## config.mk

```make
export PLATFORM = sky130hd
export DESIGN_NAME = casilla_flat
export DESIGN_NICKNAME = d
export VERILOG_FILES = /design/src/rtl/casilla_if.sv /design/src/rtl/casilla.sv /design/src/flat_wrapper.sv
export SDC_FILE = /design/constraint.sdc
export NUM_CORES = 1
export LEC_CHECK = 0
export BUFFER_PORTS_ARGS = -buffer_cell sky130_fd_sc_hd__buf_2
export CAP_MARGIN = 30
export CORE_MARGIN = 5
export CORE_UTILIZATION = 40
export DETAILED_ROUTE_END_ITERATION = 8
export PLACE_DENSITY = 0.73
export SLEW_MARGIN = 20
export SYNTH_ARGS = -nofsm -noshare
export SYNTH_HDL_FRONTEND = slang
export SYNTH_SLANG_ARGS = --single-unit
```

## constraint.sdc

```tcl
create_clock -name clk_Temp -period 2.3 [get_ports clk_Temp]
set_input_delay 0.575 -clock clk_Temp [delete_from_list [all_inputs] [get_ports clk_Temp]]
set_output_delay 0.575 -clock clk_Temp [all_outputs]
set_load 0.005 [all_outputs]
```

## src/rtl/casilla_if.sv

```systemverilog
`default_nettype none
// ============================================================================
//  Module      : casilla_if
//  Description : Controller <-> cell signal bundle for one memory-game cell.
//                The master (game controller) drives symbol/player/requests;
//                the slave (cell) returns its display code.
//  Revision    : 1.0  initial release
// ============================================================================
interface casilla_if;
  logic [3:0] label;
  logic       player;
  logic       select;
  logic       par;
  logic [3:0] new_state;

  modport master (output label, output player, output select, output par,
                  input  new_state);
  modport slave  (input  label, input  player, input  select, input  par,
                  output new_state);
endinterface
`default_nettype wire

```

## src/rtl/casilla.sv

```systemverilog
`default_nettype none
// ============================================================================
//  Module      : casilla
//  Description : One board cell of the pairs game. Reveals its symbol when
//                selected, re-hides after HOLD_CYCLES edges unless a match is
//                reported, and becomes permanently owned by the selecting
//                player on a match.
//  Revision    : 1.0  initial release
// ============================================================================
module casilla #(
  parameter int HOLD_CYCLES = 8
) (
  input  logic      clk_Temp,
  input  logic      rst,        // asynchronous, active-low
  casilla_if.slave  bus
);

  localparam int             CW   = $clog2(HOLD_CYCLES) + 1;
  localparam logic [CW-1:0]  LAST = CW'(HOLD_CYCLES - 1);

  typedef enum logic [1:0] {
    HIDDEN   = 2'd0,
    SHOWN    = 2'd1,
    OWNED_P0 = 2'd2,
    OWNED_P1 = 2'd3
  } state_t;

  state_t        state_q,     state_d;
  logic [CW-1:0] cnt_q,       cnt_d;
  logic [3:0]    label_q,     label_d;
  logic          player_q,    player_d;
  logic [3:0]    new_state_q, new_state_d;

  // Next-state logic: reveal on select, own on par, re-hide on timeout.
  always_comb begin
    state_d  = state_q;
    cnt_d    = cnt_q;
    label_d  = label_q;
    player_d = player_q;
    case (state_q)
      HIDDEN: begin
        if (bus.select) begin
          state_d  = SHOWN;
          label_d  = bus.label;
          player_d = bus.player;
          cnt_d    = '0;
        end
      end
      SHOWN: begin
        // A match beats the timeout when both happen on the same edge.
        if (bus.par) begin
          state_d = player_q ? OWNED_P1 : OWNED_P0;
          cnt_d   = '0;
        end else if (cnt_q == LAST) begin
          state_d = HIDDEN;
          cnt_d   = '0;
        end else begin
          cnt_d = cnt_q + CW'(1);
        end
      end
      default: begin
        // Owned states are terminal until reset.
      end
    endcase
  end

  // Display code derived from the upcoming state so the output register
  // shows the new state on the same edge as the transition.
  always_comb begin
    new_state_d = 4'h0;
    case (state_d)
      HIDDEN:   new_state_d = 4'h0;
      SHOWN:    new_state_d = label_d;
      OWNED_P0: new_state_d = 4'hE;
      default:  new_state_d = 4'hF;
    endcase
  end

  // State and output registers with asynchronous active-low clear.
  always_ff @(posedge clk_Temp or negedge rst) begin
    if (!rst) begin
      state_q     <= HIDDEN;
      cnt_q       <= '0;
      label_q     <= 4'h0;
      player_q    <= 1'b0;
      new_state_q <= 4'h0;
    end else begin
      state_q     <= state_d;
      cnt_q       <= cnt_d;
      label_q     <= label_d;
      player_q    <= player_d;
      new_state_q <= new_state_d;
    end
  end

  assign bus.new_state = new_state_q;

endmodule
`default_nettype wire

```

## src/flat_wrapper.sv

```systemverilog
// flat-port wrapper written by rule: the top's interface ports become plain ports
module casilla_flat 
#(
  parameter int HOLD_CYCLES = 8
)
  (clk_Temp, rst, bus_label, bus_player, bus_select, bus_par, bus_new_state);
  casilla_if bus_i ();
  input  logic clk_Temp;
  input  logic rst;
  input wire logic [$bits(bus_i.label)-1:0] bus_label;
  input wire logic [$bits(bus_i.player)-1:0] bus_player;
  input wire logic [$bits(bus_i.select)-1:0] bus_select;
  input wire logic [$bits(bus_i.par)-1:0] bus_par;
  output wire logic [$bits(bus_i.new_state)-1:0] bus_new_state;
  assign bus_i.label = bus_label;
  assign bus_i.player = bus_player;
  assign bus_i.select = bus_select;
  assign bus_i.par = bus_par;
  assign bus_new_state = bus_i.new_state;
  casilla #(.HOLD_CYCLES(HOLD_CYCLES)) u_core (.clk_Temp(clk_Temp), .rst(rst), .bus(bus_i));
endmodule
```

==> After elaboration in Yosys (flattened, before gate mapping) <==
Cells that the tools add are included.
{ "classes": {"n_eq_ne": 5, "n_mux": 12, "addsub": 1, "n_reduce_logical": 5} }
{ "op_table": {"columns": ["operator", "count"], "rows": [
  ["$mux W4", 5],
  ["$pmux W4 S3", 1],
  ["$pmux W4 S2", 1],
  ["$mux W2", 3],
  ["$add A4 B1 Y4 const B", 1],
  ["$eq A2 B1 Y1 const B", 2],
  ["$eq A4 B3 Y1 const B", 1],
  ["$logic_not A2 Y1", 2],
  ["$pmux W2 S2", 1],
  ["$reduce_and A2 Y1", 2],
  ["$eq A2 B2 Y1 const B", 1],
  ["$ne A2 B2 Y1 const B", 1],
  ["$reduce_bool A2 Y1", 1],
  ["$mux W1", 1]
]} }
{ "totals": {"output_inout_bits": 4, "wordCells": 28, "inputBits": 9, "ff_bits": 15} }

==> Logic depth before layout (Yosys ltp) <==
{ "depth": {"word_depth": 6, "mapped_depth": 4, "mapped_depth_nobuf": 4} }

==> Least setup slack after synthesis <==
No wires, ideal clock.
{ "synth_path": {"path_kind": "input -> register", "startpoint": "input bus_select", "endpoint": "register u_core.new_state_q[0] (netlist: u_core.bus.new_state[0])", "setup_time_ns": 0.127, "slack_ns": 0.741, "path_stages": 3, "required_ns": 2.173, "arrival_ns": 1.431, "n_path_buf": 0, "path_cell_list": "nor3b_4 > mux2_4 > o32a_2"} }
{ "synth_via": {"word_cells_on_any_way": 8, "cone_classes": "eq/ne (2); mux (5); reduce/logical (1)"} }
{ "synth_lines": {"columns": ["item", "line_no", "source"], "rows": [
  ["start: declaration", "flat_wrapper.sv:12", "input wire logic [$bits(bus_i.select)-1:0] bus_select;"],
  ["$mux W4", "casilla.sv:42", "if (bus.select) begin"],
  ["$mux W4", "casilla.sv:40", "case (state_q)"],
  ["via u_core.label_d[0]", "casilla.sv:30", "logic [3:0] label_q, label_d;"],
  ["$pmux W4 S3", "casilla.sv:71", "case (state_d)"],
  ["via u_core.new_state_d[0]", "casilla.sv:32", "logic [3:0] new_state_q, new_state_d;"],
  ["end signal: assignment", "casilla.sv:92", "new_state_q <= new_state_d;"],
  ["end: declaration", "casilla.sv:32", null]
]} }
The timed path passes the listed nets, and every way through them passes these cells.
A chain may end at the register's enable or synchronous reset.

==> Worst setup path in the final report <==
{ "layout_path": {"startpoint": "register u_core.cnt_q[0]", "endpoint": "register u_core.new_state_q[0] (netlist: u_core.bus.new_state[0])"} }
{ "layout_via": {"elab_chain_len": 6, "word_cells_on_any_way": 8, "cone_classes": "eq/ne (3); mux (4); reduce/logical (1)"} }
{ "layout_rtl": {"columns": ["item", "line_no", "source"], "rows": [
  ["start: declaration", "casilla.sv:29", "logic [CW-1:0] cnt_q, cnt_d;"],
  ["start signal: assignment", "casilla.sv:89", "cnt_q <= cnt_d;"],
  ["$eq A4 B3 Y1 (*)", "casilla.sv:54", "end else if (cnt_q == LAST) begin"],
  ["$mux W2 (*)", "casilla.sv:54", null],
  ["$mux W2 (*)", "casilla.sv:51", "if (bus.par) begin"],
  ["$pmux W2 S2 (*)", "casilla.sv:40", null],
  ["$eq A2 B2 Y1 (tied with other cells)", "casilla.sv:71", null],
  ["$pmux W4 S3 (*)", "casilla.sv:71", null],
  ["via u_core.new_state_d[0]", "casilla.sv:32", null]
]} }
Mark *: on every way through the listed nets, which the timed path passes. The rest lies on a longest branch.

==> flow_metrics.py <==
metrics = {
    "status": {
        "outcome": "finished, final reports clean",
    },
    "pwr": {
        "peakVddDrop_v": 0.000472,
        "pwr-share-seq": 0.599,
        "share_clk_of_total_power": 0.279,
        "power.density_nw_per_um2": 710,
        "power_report.internal_total_uw": 399,
        "power.leakage_nw": 0.315,
        "power.switching_fraction": 0.249,
        "power_spent_charging_and_discharging_nets_uw": 132,
        "share_comb_of_total_power": 0.122,
    },
    "cells_and_area": {
        "final_util": 0.496,
        "antenna-diode-count": 0,
        "fin_cells": 79,
        "synthToLayoutAreaGrowth_pct": 16.8,
        "n_fill_cell": 131,
        "finish.net_count": 74,
        "drive_gt1_frac": 0.381,
        "final-seq-area_sq_um": 375,
        "multiInputGateArea_sq_um": 256,
    },
    "logic_synthesis": {
        "synth_top_cell_by_area": "sky130_fd_sc_hd__dfrtp_1",
        "most_instantiated_library_cell_after_synthesis": "sky130_fd_sc_hd__dfrtp_1",
        "async_flop_share": 1.00,
        "synth_ff_type": "sky130_fd_sc_hd__dfrtp_1",
        "yosysSeqAreaShare": 0.587,
        "synth_cell_types": 21,
        "synth.net_count": 57,
        "count_of_flip_flops_with_a_built_in_enable_after_synthesis": 0,
        "postSynthCellCount": 47,
        "synth.cell_area_sq_um": 639,
        "synth.top_cells.by_area": "sky130_fd_sc_hd__dfrtp_1 (59%), sky130_fd_sc_hd__mux2_2 (7.0%), sky130_fd_sc_hd__a221o_1 (4.7%)",
        "synth_common_cells": "sky130_fd_sc_hd__dfrtp_1 (15), sky130_fd_sc_hd__a21oi_1 (4), sky130_fd_sc_hd__mux2_2 (4)",
        "syn-mean-instance-area_sq_um": 13.6,
        "synth_seq_cells": 15,
        "ys.warnings.count": 0,
        "synth_top_cell_area_share": 0.587,
    },
    "floorplanning": {
        "initial_utilization": 0.424,
        "core-area_sq_um": 1510,
        "ios": 13,
        "die_width_microns": 50.0,
        "die_area_sq_um": 2500,
        "floorplan.die.height_microns": 50.0,
        "core.rowCount": 14,
    },
    "timing": {
        "clock.fmax_ghz": 0.626,
        "timing.setup.tns_ns": 0,
        "setup_repair_after_global_routing_missed_its_margin": "no",
        "period_minus_slack_ns": 1.60,
        "setup_viol": 0,
        "tightest_slew_ns": 0.473,
        "slew_headroom": 0.684,
        "fin_crit_sh": 0.694,
        "finalMaxSlewViolations": 0,
        "finalWorstSetupSlack_ns": 0.703,
        "finClkSkew_ns": 0.00132,
        "hold_violations": 0,
    },
    "cts": {
        "cts_hold_buffers": 0,
        "htree_num_levels": 1,
        "numClockSinks": 15,
        "cts-resized-gates": 0,
        "clk_slew_on_worst_s_h_paths_ns": 0.09,
        "cts-root-to-sink-buffers": 2,
        "numCtsBuffers": 3,
        "cts_root_buf": "sky130_fd_sc_hd__clkbuf_4",
        "clock_tree_from_tritoncts": "built",
        "post_cts_repair_timing_setup_buffer_count": 0,
        "clock_latency_ns": 0.28,
    },
    "global_routing": {
        "use_met2": 0.138,
        "grt_most_used_layer": "met1",
        "grt.total_usage": 0.103,
        "grt_util_met3": 0.0633,
        "grt_antenna_before_repair": 0,
        "vias_in_the_first_global_route": 448,
        "global_route.overflow_total": 0,
        "gr-usage-met1": 0.138,
        "grt_pass1_wl_mm": 1.99,
        "grt_max_degree": 16,
    },
    "placed_design": {
        "io_buffer_count": 12,
        "post-place-cells": 75,
        "dp_slack_ns": 0.530,
        "gp_routability_congestion": 0.713,
        "dp.final_hpwl_microns": 780,
    },
    "setup_path": {
        "cp_max_fo": 5,
        "crit_path_start_kind": "register",
        "timing.critical_path.slowest_cell_delay_ns": 0.43,
        "critical_path_buf_inv_count": 1,
        "required_ns": 2.47,
        "critical_path.cell_chain": "ha_1, inv_1, o311a_1, o32a_2",
        "timing.setup.critical_path_class": "register to register",
        "cp_slowest_cell": "sky130_fd_sc_hd__o311a_1",
        "end_kind": "register",
        "rrSetupSlack_ns": 0.70,
        "crit_family": "compound AO/OA/AOI/OAI gates",
        "worstPathArrival_ns": 1.77,
    },
    "detailed_routing": {
        "ant_nets": 0,
        "drt_iter0_drc": 4,
        "route.detailed.wl_per_inst_microns": 13.4,
        "vias_per_cell": 5.46,
        "drt_wl_total_mm": 1.06,
        "drtPass1Iterations": 3,
        "drc_errors": 0,
        "vias": 431,
    },
    "min_path": {
        "hold_class": "input pin to async pin",
    },
    "flow_run": {
        "number_of_maximum_capacitance_constraint_violations": 0,
    },
}
power groups by stage:
stage / clock network, mW / registers [mW] / logic, mW
4_1_cts: 0.155 / 0.318 / 0.0667
6_report: 0.148 / 0.318 / 0.0649
3_3_place_gp: 0 / 0.322 / 0.0636
5_1_grt: 0.170 / 0.325 / 0.0780
2_1_floorplan: 0 / 0.318 / 0.0464
3_5_place_dp: 0 / 0.323 / 0.0672
stage by stage:
stage | total power, mW | hold WS (ns) | cell area (sq um)
finish | 0.531 | 0.178 | 747
global route | 0.572 | 0.185 | 747
floorplan | 0.364 | 0.279 | 639
global placement | 0.386 | 0.481 | 719
CTS | 0.540 | 0.180 | 747
detailed placement | 0.390 | 0.488 | 719
layer usage:
layer	wire length, microns	share of wire
met5	0	0
met4	0	0
met3	96	0.091
met2	457	0.43
met1	504	0.48
registers in the layout, indices dropped and copies added (netlist names):
register              cells
u_core.bus.new_state      4
u_core.label_q            4
u_core.cnt_q              4
u_core.player_q           1
u_core.state_q            2
layout make-up:
cell class,count,area share
timing repair buffer,12,0.0804
tap,16,0.0268
clock inverter,1,0.00670
clock buffer,3,0.0302
inverter,2,0.0101
sequential,15,0.503
multi-input combinational,30,0.343
logic make-up (layout without fill, tap and decap cells):
logic type,count (synthesis),after routing,share of synthesized area
simple gates,9,9,0.115
buf+inv,2,18,0.0117
compound gates,15,15,0.172
flops,15,15,0.587
mux,5,5,0.0939
fa+ha+maj,1,1,0.0196
worst paths after layout:
kind / startpoint / end / cells past startpoint
min reg2reg: u_core.player_q / u_core.player_q / 1
max in group asynchronous: rst / u_core.bus.new_state[2] / 1
min in group clk_Temp: u_core.player_q / u_core.player_q / 1
max: u_core.cnt_q[0] / u_core.bus.new_state[0] / 4
max reg2reg: u_core.cnt_q[0] / u_core.bus.new_state[0] / 4
min: rst / u_core.bus.new_state[0] / 1
cells in the final DEF (no fill, tap or decap), drive strengths merged, types with 2 or more instances in the layout:
| cell | instances |
|---|---|
| dfrtp | 15 |
| inv | 2 |
| o21ai | 3 |
| clkbuf | 3 |
| mux2 | 5 |
| buf | 12 |
| nand2b | 2 |
| a221o | 3 |
| a21oi | 4 |
| nor3b | 2 |
Power figures use the tool's default switching activity.
